File: src/rtl/e203_exu_alu_share_arb_pkg.sv
// Shared constants, requester encodings and helpers for the shared-ALU arbiter.
package e203_exu_alu_share_arb_pkg;

    localparam int unsigned ALU_XLEN = 32;
    localparam int unsigned ALU_OPW  = 11;
    localparam int unsigned NREQ     = 3;

    // One-hot op bit positions on the datapath op vector
    localparam int unsigned OP_ADD  = 0;
    localparam int unsigned OP_SUB  = 1;
    localparam int unsigned OP_XOR  = 2;
    localparam int unsigned OP_SLL  = 3;
    localparam int unsigned OP_SRL  = 4;
    localparam int unsigned OP_SRA  = 5;
    localparam int unsigned OP_OR   = 6;
    localparam int unsigned OP_AND  = 7;
    localparam int unsigned OP_SLT  = 8;
    localparam int unsigned OP_SLTU = 9;
    localparam int unsigned OP_LUI  = 10;

    typedef enum logic [1:0] {
        REQ_RGLR = 2'd0,
        REQ_AGU  = 2'd1,
        REQ_MDV  = 2'd2
    } req_idx_e;

    typedef enum logic {
        LOCK_UNLOCKED = 1'b0,
        LOCK_LOCKED   = 1'b1
    } lock_st_e;

    // Next requester in round-robin order (mod 3)
    function automatic req_idx_e rr_next(input req_idx_e idx);
        case (idx)
            REQ_RGLR: rr_next = REQ_AGU;
            REQ_AGU:  rr_next = REQ_MDV;
            default:  rr_next = REQ_RGLR;
        endcase
    endfunction

    // Requester index to one-hot grant vector
    function automatic logic [NREQ-1:0] idx_onehot(input req_idx_e idx);
        case (idx)
            REQ_RGLR: idx_onehot = 3'b001;
            REQ_AGU:  idx_onehot = 3'b010;
            REQ_MDV:  idx_onehot = 3'b100;
            default:  idx_onehot = 3'b000;
        endcase
    endfunction

    // One-hot grant vector to requester index (zero vector maps to RGLR)
    function automatic req_idx_e onehot_idx(input logic [NREQ-1:0] gnt);
        if (gnt[2]) begin
            onehot_idx = REQ_MDV;
        end else if (gnt[1]) begin
            onehot_idx = REQ_AGU;
        end else begin
            onehot_idx = REQ_RGLR;
        end
    endfunction

endpackage

File: src/rtl/e203_exu_alu_rr_pick.sv
// 3-way rotating priority pick: first valid requester starting at ptr_i wins.
module e203_exu_alu_rr_pick
    import e203_exu_alu_share_arb_pkg::*;
(
    input  logic [NREQ-1:0] valid_i,
    input  logic [1:0]      ptr_i,
    output logic [NREQ-1:0] gnt_o
);

    req_idx_e cand0;
    req_idx_e cand1;
    req_idx_e cand2;

    // Build the search order and grant the first valid candidate
    always_comb begin
        case (ptr_i)
            2'd1:    cand0 = REQ_AGU;
            2'd2:    cand0 = REQ_MDV;
            default: cand0 = REQ_RGLR;
        endcase
        cand1 = rr_next(cand0);
        cand2 = rr_next(cand1);
        gnt_o = '0;
        if (valid_i[cand0]) begin
            gnt_o = idx_onehot(cand0);
        end else if (valid_i[cand1]) begin
            gnt_o = idx_onehot(cand1);
        end else if (valid_i[cand2]) begin
            gnt_o = idx_onehot(cand2);
        end
    end

endmodule

File: src/rtl/e203_exu_alu_share_arb.sv
// Shared ALU datapath arbiter: round-robin between RGLR/AGU/MDV with
// optional multi-cycle lock by AGU/MDV. Zero-latency grant and mux.
// Optional lock timeout guarded by E203_ALU_ARB_LOCK_TMO_EN.
module e203_exu_alu_share_arb
    import e203_exu_alu_share_arb_pkg::*;
#(
    parameter int unsigned XLEN     = ALU_XLEN,
    parameter int unsigned OPW      = ALU_OPW,
    parameter int unsigned LOCK_MAX = 40
) (
    input  logic            clk,
    input  logic            rst_n,

    input  logic            rglr_req_valid,
    input  logic [OPW-1:0]  rglr_req_op,
    input  logic [XLEN-1:0] rglr_req_op1,
    input  logic [XLEN-1:0] rglr_req_op2,
    output logic            rglr_gnt,

    input  logic            agu_req_valid,
    input  logic            agu_req_lock,
    input  logic [OPW-1:0]  agu_req_op,
    input  logic [XLEN-1:0] agu_req_op1,
    input  logic [XLEN-1:0] agu_req_op2,
    output logic            agu_gnt,

    input  logic            mdv_req_valid,
    input  logic            mdv_req_lock,
    input  logic [OPW-1:0]  mdv_req_op,
    input  logic [XLEN-1:0] mdv_req_op1,
    input  logic [XLEN-1:0] mdv_req_op2,
    output logic            mdv_gnt,

    output logic [OPW-1:0]  dp_op,
    output logic [XLEN-1:0] dp_op1,
    output logic [XLEN-1:0] dp_op2,
    input  logic [XLEN-1:0] dp_res,
    output logic [XLEN-1:0] arb_res,

    output logic            lock_tmo_err
);

    // A lock window shorter than two cycles cannot be meaningfully counted
    if (LOCK_MAX < 2) begin : g_lock_max_chk
        $error("LOCK_MAX must be at least 2");
    end

    lock_st_e lock_st_q, lock_st_d;
    req_idx_e owner_q,   owner_d;
    req_idx_e rr_ptr_q,  rr_ptr_d;

    logic [NREQ-1:0] req_vld;
    logic [NREQ-1:0] pick_gnt;
    logic [NREQ-1:0] gnt;
    req_idx_e        gnt_idx;
    logic            gnt_lock;

`ifdef E203_ALU_ARB_LOCK_TMO_EN
    localparam int unsigned CNT_W = (LOCK_MAX > 2) ? $clog2(LOCK_MAX) : 1;
    logic [CNT_W-1:0] cnt_q, cnt_d;
    logic             tmo_err_q, tmo_err_d;
`endif

    assign req_vld = {mdv_req_valid, agu_req_valid, rglr_req_valid};

    e203_exu_alu_rr_pick u_rr_pick (
        .valid_i (req_vld),
        .ptr_i   (rr_ptr_q),
        .gnt_o   (pick_gnt)
    );

    // Grant: owner only while locked, rotating pick otherwise; reset drops all
    always_comb begin
        gnt = '0;
        if (rst_n) begin
            if (lock_st_q == LOCK_LOCKED) begin
                gnt = idx_onehot(owner_q) & req_vld;
            end else begin
                gnt = pick_gnt;
            end
        end
    end

    assign rglr_gnt = gnt[REQ_RGLR];
    assign agu_gnt  = gnt[REQ_AGU];
    assign mdv_gnt  = gnt[REQ_MDV];

    assign gnt_idx  = onehot_idx(gnt);
    assign gnt_lock = (gnt[REQ_AGU] & agu_req_lock) | (gnt[REQ_MDV] & mdv_req_lock);

    // Datapath mux; operands held at zero when nobody is granted
    always_comb begin
        dp_op  = '0;
        dp_op1 = '0;
        dp_op2 = '0;
        if (gnt[REQ_RGLR]) begin
            dp_op  = rglr_req_op;
            dp_op1 = rglr_req_op1;
            dp_op2 = rglr_req_op2;
        end else if (gnt[REQ_AGU]) begin
            dp_op  = agu_req_op;
            dp_op1 = agu_req_op1;
            dp_op2 = agu_req_op2;
        end else if (gnt[REQ_MDV]) begin
            dp_op  = mdv_req_op;
            dp_op1 = mdv_req_op1;
            dp_op2 = mdv_req_op2;
        end
    end

    assign arb_res = dp_res;

    // Lock FSM and round-robin pointer next state
    always_comb begin
        lock_st_d = lock_st_q;
        owner_d   = owner_q;
        rr_ptr_d  = rr_ptr_q;
`ifdef E203_ALU_ARB_LOCK_TMO_EN
        cnt_d     = cnt_q;
        tmo_err_d = 1'b0;
`endif
        case (lock_st_q)
            LOCK_UNLOCKED: begin
                if (|gnt) begin
                    rr_ptr_d = rr_next(gnt_idx);
                    if (gnt_lock) begin
                        lock_st_d = LOCK_LOCKED;
                        owner_d   = gnt_idx;
`ifdef E203_ALU_ARB_LOCK_TMO_EN
                        cnt_d     = '0;
`endif
                    end
                end
            end
            default: begin
                if ((|gnt) && !gnt_lock) begin
                    lock_st_d = LOCK_UNLOCKED;
                    rr_ptr_d  = rr_next(owner_q);
                end
`ifdef E203_ALU_ARB_LOCK_TMO_EN
                else if (cnt_q == CNT_W'(LOCK_MAX - 1)) begin
                    lock_st_d = LOCK_UNLOCKED;
                    rr_ptr_d  = rr_next(owner_q);
                    tmo_err_d = 1'b1;
                end else begin
                    cnt_d = cnt_q + CNT_W'(1);
                end
`endif
            end
        endcase
    end

    // State registers
    always_ff @(posedge clk or negedge rst_n) begin
        if (!rst_n) begin
            lock_st_q <= LOCK_UNLOCKED;
            owner_q   <= REQ_RGLR;
            rr_ptr_q  <= REQ_RGLR;
`ifdef E203_ALU_ARB_LOCK_TMO_EN
            cnt_q     <= '0;
            tmo_err_q <= 1'b0;
`endif
        end else begin
            lock_st_q <= lock_st_d;
            owner_q   <= owner_d;
            rr_ptr_q  <= rr_ptr_d;
`ifdef E203_ALU_ARB_LOCK_TMO_EN
            cnt_q     <= cnt_d;
            tmo_err_q <= tmo_err_d;
`endif
        end
    end

`ifdef E203_ALU_ARB_LOCK_TMO_EN
    assign lock_tmo_err = tmo_err_q;
`else
    assign lock_tmo_err = 1'b0;
`endif

endmodule
File: config.mk
export PLATFORM = sky130hd
export DESIGN_NAME = e203_exu_alu_share_arb
export DESIGN_NICKNAME = d
export VERILOG_FILES = /design/src/rtl/e203_exu_alu_share_arb_pkg.sv /design/src/rtl/e203_exu_alu_rr_pick.sv /design/src/rtl/e203_exu_alu_share_arb.sv
export SDC_FILE = /design/constraint.sdc
export NUM_CORES = 1
export LEC_CHECK = 0
export CAP_MARGIN = 40
export CORE_AREA = 2 2 144 146
export CTS_CLUSTER_SIZE = 25
export DETAILED_ROUTE_END_ITERATION = 7
export DIE_AREA = 0 0 146 148
export MAX_ROUTING_LAYER = met4
export PLACE_DENSITY = 0.5
export SLEW_MARGIN = 10
export SYNTH_ARGS = -nofsm -noshare
export SYNTH_HDL_FRONTEND = slang
export SYNTH_SLANG_ARGS = --single-unit
File: constraint.sdc
create_clock -name clk -period 3.1 [get_ports clk]
set_input_delay 0.62 -clock clk [delete_from_list [all_inputs] [get_ports clk]]
set_output_delay 0.62 -clock clk [all_outputs]
set_load 0.01 [all_outputs]
==> results of run 1 <==
kinds of logic after synthesis:
group / share of synthesized area (%)
fa+ha+maj: 2.03
simple gates: 45.3
other cells: 0.152
flops: 5.07
mux: 2.13
buf+inv: 18.9
compound gates: 26.4
timing repair:
item                                    4_1_cts  5_1_grt
endpoints found under the setup margin       78       78
buffers inserted                             35       16
cloned                                        6        5
pin swaps                                     8       27
resized for setup                           342      143
stage by stage:
step | hold WS, ns | instances | util, % | instance area, um^2
after detailed placement | 0.561 | 1010 | 30.3 | 6060
after global routing | 0.637 | 1074 | 36.0 | 7220
after CTS | 0.587 | 1055 | 32.5 | 6520
after floorplan | 0.324 | 449 | - | 2470
after global placement | 0.573 | 1010 | 30.3 | 6060
metal layers:
layer	track usage, %
met5	-
met2	28.2
met1	17.7
met3	2.31
met4	4.17
==> out/qor.txt, run 1 <==
syn nets -> 717
DP Wirelength -> 12.1 mm
GRT Overall Usage -> 15.5%
routability congestion estimate -> 0.771
largest net degree at the start of global routing -> 37
syn avg cell area -> 5.50 um^2
stopping stage -> detailed routing (5_2_route)
sequential share of the synthesized area -> 5.07%
Starting Density -> 12.3%
Top FF cell, synth -> dfrtp_1
setup slack at placement -> -0.798 ns
Port Buffers -> 309
top cells by area, synth -> a31oi_1, nand3_1, nand2_1
ys async rst share -> 100%
type of pin the worst path ends at -> primary output
CTS Root Cell -> clkbuf_16
GRT overflow -> 0
clk buf depth -> 2
Yosys cell types -> 42
FF+latch count, synth -> 5
Log Error -> [ERROR DRT-0255] Maze Route cannot find path of net dp_res[24] in worker of routeBox ( 96600 0 ) ( 146000 48300 ).
Post-Syn Instances -> 449
Die Width -> 146 um
post-cts hold buffer count -> 0
top-count cell post-synth -> nand2_1
vias in the first global route -> 4,722
cts bufs inserted -> 3
share of the synthesized area in the top cell type -> 19.0%
global-route wire length before repair -> 25.9 mm
EDFF count, synth -> 0
cell taking the most area after synthesis -> a31oi_1
status -> stopped before the end
clock sinks -> 5
commonest cells in the netlist -> nand2_1, nand3_1, nor2_1
DIE HEIGHT -> 148 um
Row Count -> 52
num ports -> 375
initial antenna violation count -> 0
CTS H-Tree Depth -> 1
Synth Cell Area -> 0.00247 mm^2
yosys warns -> 0
GR repair worst EP -> dp_op1[12]
==> run 2: changes to the inputs <==
--- a/config.mk
+++ b/config.mk
@@ -7,11 +7,9 @@
 export LEC_CHECK = 0
 export CAP_MARGIN = 40
 export CORE_AREA = 2 2 144 146
-export CTS_CLUSTER_SIZE = 25
 export DETAILED_ROUTE_END_ITERATION = 7
 export DIE_AREA = 0 0 146 148
-export MAX_ROUTING_LAYER = met4
-export PLACE_DENSITY = 0.5
+export PLACE_DENSITY_LB_ADDON = 0.15
 export SLEW_MARGIN = 10
 export SYNTH_ARGS = -nofsm -noshare
 export SYNTH_HDL_FRONTEND = slang
==> run 2 against run 1 <==
  * The flow now finishes, with violations (negative setup slack)
  * Synthesized cell count stayed put
  * Global-route usage is 1.9 points higher
  * Area after synthesis stayed put
==> out/qor.txt, run 2 <==
Synth Cell Area -> 0.00247 mm^2
vias -> 4,857
Min-Delay Path Depth -> 1
EDFF count, synth -> 0
top cells by area, synth -> a31oi_1, nand3_1, nand2_1
CORE AREA -> 0.0200 mm^2
CTS H-Tree Depth -> 1
DR iter-0 viols -> 164
Post-Synth Adder-Cell Area -> 2.03%
Post-Synth XOR/XNOR Area -> 0%
Final Non-Filler Cells -> 1,053
Post-Synth Simple-Gate Area -> 45.3%
clk buf depth -> 2
Critical Path RT -> 2.48 ns
Sw Ratio -> 47.2%
Power Dens Cells -> 845 mW/mm^2
Net Switching -> 3.02 mW
Reg2Reg Setup Slack -> 0.31 ns
failing checks -> negative setup slack
RSZ-0062 raised after global routing -> yes
most common cell after layout, fill and taps aside -> clkdlybuf4s50_1
minimum clock period -> 3.38 ns
routability congestion estimate -> 0.872
global-route wire length before repair -> 29.3 mm
ys async rst share -> 100%
CTS Root Cell -> clkbuf_16
Initial DRT Pass Iterations -> 5
Row Count -> 52
CP endpoint kind -> output port
compound-cell area share of the yosys netlist -> 26.4%
CP startpoint kind -> flip-flop
top-count cell post-synth -> nand2_1
cell-internal power -> 3.38 mW
Clock power frac -> 3.3%
Clock Skew -> 0.00190 ns
Area Growth Syn to Fin -> 207%
Worst VDD drop -> 0.316 mV
initial antenna violation count -> 0
Yosys cell types -> 42
Max Cap Violations -> 0
final hold vios -> 0
Routed WL -> 20.7 mm
most frequent cells in the layout -> clkdlybuf4s50_1, nand2_1, buf_2, nand3_1, buf_4
Seq pwr share -> 1.8%
DIE HEIGHT -> 148 um
worst r2r src -> rr_ptr_q[1]$_DFFE_PN0P_
syn nets -> 717
Final Cycle Share -> 109%
design area -> 0.00758 mm^2
r2r endpoint -> rr_ptr_q[1]$_DFFE_PN0P_
Starting Density -> 12.3%
clock slew at reported path FFs -> 0.03 ns
Pleak -> 2.86 nW
Placed Area -> 0.00589 mm^2
GRT overflow -> 0
FF+latch count, synth -> 5
hold path start -> rr_ptr_q[1]$_DFFE_PN0P_
commonest cells in the netlist -> nand2_1, nand3_1, nor2_1
mux cell area share after synthesis -> 2.13%
largest family of logic cells by synthesized area -> simple AND/OR/NAND/NOR gates
die area -> 0.0216 mm^2
largest net degree at the start of global routing -> 31
cts bufs inserted -> 3
share of the synthesized area in the top cell type -> 19.0%
syn avg cell area -> 5.50 um^2
Crit path arrival time -> 2.76 ns
clock sinks -> 5
status -> finished, violations left
WS Path Type -> flip-flop to output port
Final setup violation count -> 76
Final Max Tran Viols -> 0
worst r2r path cells -> 11
DP Wirelength -> 12.3 mm
Port Buffers -> 309
Worst-Skew Late Latency -> 0.23 ns
cell taking the most area after synthesis -> a31oi_1
Vias/cell -> 4.61
Residual DRC -> 0
Final ANT Viol Nets -> 0
NumNets Final -> 1,052
maximum clock rate -> 296 MHz
share of cells above drive strength 1 -> 39.6%
Die Width -> 146 um
diode count -> 0
Post-Syn Instances -> 449
Worst Path Max Fanout -> 30
yosys warns -> 0
Top FF cell, synth -> dfrtp_1
vias in the first global route -> 5,115
WHS Endpoint -> rr_ptr_q[1]$_DFFE_PN0P_
sequential share of the synthesized area -> 5.07%
GRT Overall Usage -> 17.4%
final worst-path setup slack -> -0.282 ns
Worst Hold Class -> flip-flop to flip-flop
num ports -> 375
Comb power frac -> 94.9%
cell count after placement -> 994
TritonCTS clock tree -> yes
Wirelength per Cell -> 19.7 um
run 2: cell type report:
| class | instances | area (um^2) |
|---|---|---|
| sequential | 5 | 126 |
| multi-input combinational | 362 | 2800 |
| clock buffer | 4 | 78.8 |
| timing repair buffer | 405 | 4200 |
| fill | 2118 | 12500 |
| tap | 270 | 338 |
| inverter | 7 | 33.8 |
run 2: how the worst max path moves through the flow:
stage | startpoint | endpoint | slack [ns] | depth (start not counted)
6_report | rr_ptr_q[0]$_DFFE_PN0P_ | dp_op2[18] | -0.28 | 11
5_1_grt | rr_ptr_q[0]$_DFFE_PN0P_ | dp_op2[20] | -0.40 | 11
4_1_cts | rr_ptr_q[1]$_DFFE_PN0P_ | dp_op2[17] | -0.23 | 11
3_5_place_dp | agu_req_valid | dp_op1[31] | -0.87 | 8
3_3_place_gp | agu_req_valid | dp_op1[10] | -0.82 | 8
2_1_floorplan | rr_ptr_q[1]$_DFFE_PN0P_ | dp_op1[23] | 0.22 | 12
run 2: critical path, cell delays in order, from the launching register on:
cell and delay (ns):
dfrtp_1 0.38, inv_2 0.11, buf_12 0.11, ha_4 0.20, or4b_4 0.55, a311oi_4 0.34, o21ai_4 0.12, buf_4 0.16
buf_12 0.16, nor2_1 0.20, a31oi_4 0.04, buf_6 0.13
run 2: what timing repair did:
| action | 4_1_cts | 5_1_grt |
|---|---|---|
| resized for setup | 444 | 119 |
| pin swaps | 27 | 19 |
| buffers inserted | 32 | 6 |
| hold endpoints to repair | 0 | 0 |
| setup endpoints to repair | 78 | 78 |
| hold buffers | 0 | 0 |
| cloned | 18 | 4 |
run 2: metrics by stage:
step	setup WS [ns]	power [mW]	hold WS [ns]	utilization, %	TNS (ns)
after floorplan	0.217	2.06	0.324	-	0
after global placement	-0.820	4.47	0.559	29.4	-55.53
after detailed placement	-0.873	4.45	0.589	29.4	-60.02
after CTS	-0.234	5.70	0.616	34.4	-14.98
after global routing	-0.398	6.78	0.646	37.8	-23.37
final	-0.282	6.40	0.609	37.8	-16.24
run 2: power groups by stage:
stage	Clock, mW	Combinational, mW	Sequential, mW
6_report	0.211	6.07	0.118
3_5_place_dp	0	4.34	0.115
2_1_floorplan	0	1.94	0.119
4_1_cts	0.214	5.36	0.119
5_1_grt	0.222	6.44	0.122
3_3_place_gp	0	4.36	0.113
run 2: routing by layer:
metal | global-route usage, % | routed length (um)
met1 | 18.2 | 7160
met2 | 34.7 | 11400
met3 | 3.89 | 1590
met4 | 4.71 | 582
met5 | 0 | 0
run 2: cells by family after synthesis:
family,Yosys count
and+or+nand+nor,254
buffers and inverters,82
other,1
AOI/OAI and AO/OA,98
muxes,5
adders and majority gates,4
DFF,5
(Power assumes the default switching activity.)
==> run 3: changes to the inputs <==
--- a/config.mk
+++ b/config.mk
@@ -7,6 +7,7 @@
 export LEC_CHECK = 0
 export CAP_MARGIN = 40
 export CORE_AREA = 2 2 144 146
+export CTS_CLUSTER_DIAMETER = 150
 export DETAILED_ROUTE_END_ITERATION = 7
 export DIE_AREA = 0 0 146 148
 export PLACE_DENSITY_LB_ADDON = 0.15
==> results of run 3 <==
No change in the layout: final DEF, timing and power equal those of run 2.
==> run 4: changes to the inputs <==
==> constraint.sdc (replaced) <==
create_clock -name clk -period 3.43 [get_ports clk]
set_input_delay 0.686 -clock clk [delete_from_list [all_inputs] [get_ports clk]]
set_output_delay 0.686 -clock clk [all_outputs]
set_load 0.01 [all_outputs]
==> run 4 against run 3 <==
  * Highest routed layer unchanged
  * The run still ends with negative setup slack left
  * Global-route usage is 1.8 points lower
  * Largest cell class unchanged
  * Clock-buffer cell count did not move
  * Cell count down 2.6%
==> out/qor.txt, run 4 (same netlist as run 2, synthesis figures left out) <==
clock sinks -> 5
Pleak -> 2.66 nW
TritonCTS clock tree -> yes
fill cell count -> 2,149
DIE HEIGHT -> 148 um
Comb power frac -> 93.9%
M1 GR Usage -> 17.4%
cts bufs inserted -> 3
CTS H-Tree Depth -> 1
minimum clock period -> 3.44 ns
maximum clock rate -> 291 MHz
initial antenna violation count -> 0
GRT overflow -> 0
GRT busiest layer -> met2
share of cells above drive strength 1 -> 28.3%
die area -> 0.0216 mm^2
vias -> 4,630
grt met2 use -> 29.7%
Starting Density -> 12.3%
critical path's most frequent cell -> buf_6
status -> finished, violations left
Net Switching -> 2.37 mW
Final ANT Viol Nets -> 0
CP endpoint kind -> output port
clock slew at reported path FFs -> 0.03 ns
global-route wire length before repair -> 26.8 mm
cell-internal power -> 2.48 mW
Worst VDD drop -> 0.304 mV
worst r2r path cells -> 12
Reg area -> 126 um^2
Seq pwr share -> 2.2%
Final Cycle Share -> 100%
Initial DRT Pass Iterations -> 4
Final setup violation count -> 1
DP Wirelength -> 12.4 mm
met3 Use GR -> 3.49%
Sw Ratio -> 48.8%
CORE AREA -> 0.0200 mm^2
Area Growth Syn to Fin -> 172%
vias in the first global route -> 4,570
Worst Path Max Fanout -> 7
Finished Core Util -> 33.5%
Final Max Tran Viols -> 0
Worst Hold Class -> primary input to asynchronous set/reset pin
Routed WL -> 19.7 mm
Worst-Skew Late Latency -> 0.22 ns
RSZ-0062 raised after global routing -> yes
most frequent cells in the layout -> clkdlybuf4s50_1, nand2_1, nand3_1, nor2_1, a31oi_1
NumNets Final -> 1,025
Max Cap Violations -> 0
Port Buffers -> 309
CP startpoint kind -> primary input
Multi-input gate area -> 0.00232 mm^2
GRT Overall Usage -> 15.7%
max incr delay on CP -> 0.50 ns
most common cell after layout, fill and taps aside -> clkdlybuf4s50_1
Clock power frac -> 3.9%
num ports -> 375
CTS Root Cell -> clkbuf_16
Crit path arrival time -> 2.76 ns
Residual DRC -> 0
clk buf depth -> 2
failing checks -> negative setup slack
largest net degree at the start of global routing -> 35
routability congestion estimate -> 0.887
Final Hold Slack -> 0.545 ns
DR iter-0 viols -> 165
Critical Path RT -> 2.74 ns
final hold vios -> 0
Power, Total -> 4.85 mW
diode count -> 0
Wirelength per Cell -> 19.2 um
crit path cell chain -> clkdlybuf4s15_2, mux2i_2, or4b_4, a311oi_4, o21ai_4, buf_6, buf_16, buf_8, buf_6, nor2_4, a31oi_4, buf_6
Die Width -> 146 um
Vias/cell -> 4.51
final worst-path setup slack -> -0.0114 ns
Clock Skew -> 0.000338 ns
WS Path Type -> primary input to output port
Slowest cell on crit path -> or4b_4
Row Count -> 52
Power Dens Cells -> 722 mW/mm^2
==> run 4: cell count changes in the layout (fill, tap and decap cells not counted), sizes merged <==
cell	delta
buf	-58
bufbuf	+1
clkbuf	+26
dlymetal6s2s	+4
==> run 4: cell type report <==
cell class | count | share of cell area, %
well taps | 270 | 5.03
inverters | 7 | 0.503
multi-input cells | 362 | 34.6
flip-flops and latches | 5 | 1.88
repair buffers | 378 | 56.8
clock buffers | 4 | 1.17
==> run 4: final timing paths <==
path / from / endpoint / slack (ns)
worst max-delay path: rglr_req_valid / dp_op1[31] / -0.01
worst min-delay path: rst_n / rr_ptr_q[0]$_DFFE_PN0P_ / 0.55
worst max register to register: rr_ptr_q[0]$_DFFE_PN0P_ / rr_ptr_q[1]$_DFFE_PN0P_ / 0.72
worst min register to register: rr_ptr_q[1]$_DFFE_PN0P_ / rr_ptr_q[1]$_DFFE_PN0P_ / 0.60
max in group asynchronous: rst_n / rr_ptr_q[1]$_DFFE_PN0P_ / 2.74
min in group clk: rr_ptr_q[1]$_DFFE_PN0P_ / rr_ptr_q[1]$_DFFE_PN0P_ / 0.60
==> run 4: timing repair <==
item | 4_1_cts | 5_1_grt
resized for setup | 258 | 144
setup buffers | 8 | 8
pin swaps | 5 | 13
cloned | 9 | 10
hold buffers | 0 | 0
endpoints found under the setup margin | 78 | 77
==> run 4: worst max-delay path: cells and delay by family <==
kind,cells,cell delay (ns)
muxes,1,0.10
buffers and inverters,6,0.91
AOI/OAI and AO/OA,3,0.44
and+or+nand+nor,2,0.62
==> run 4: through the flow <==
step	worst slack, ns	setup TNS, ns	area (um^2)	instances
6_report	-0.0114	-0.0114	6720	1026
5_1_grt	-0.0847	-0.732	6720	1026
4_1_cts	-0.283	-1.63	6230	1008
3_5_place_dp	-0.677	-43.19	5840	987
3_3_place_gp	-0.680	-41.95	5840	987
2_1_floorplan	0.481	0	2470	449
==> run 4: per-layer routing <==
metal	routed length, um	vias to the layer above
met1	7340	2137
met4	509	0
met5	0	-
met2	10400	283
met3	1470	37
li1	-	2173
==> run 4: power by group through the flow <==
stage / logic, mW / registers [mW] / clock network (mW)
after floorplan: 1.75 / 0.108 / 0
after global placement: 3.89 / 0.101 / 0
after detailed placement: 3.89 / 0.102 / 0
after CTS: 4.12 / 0.106 / 0.193
after global routing: 4.86 / 0.111 / 0.196
final: 4.55 / 0.108 / 0.188
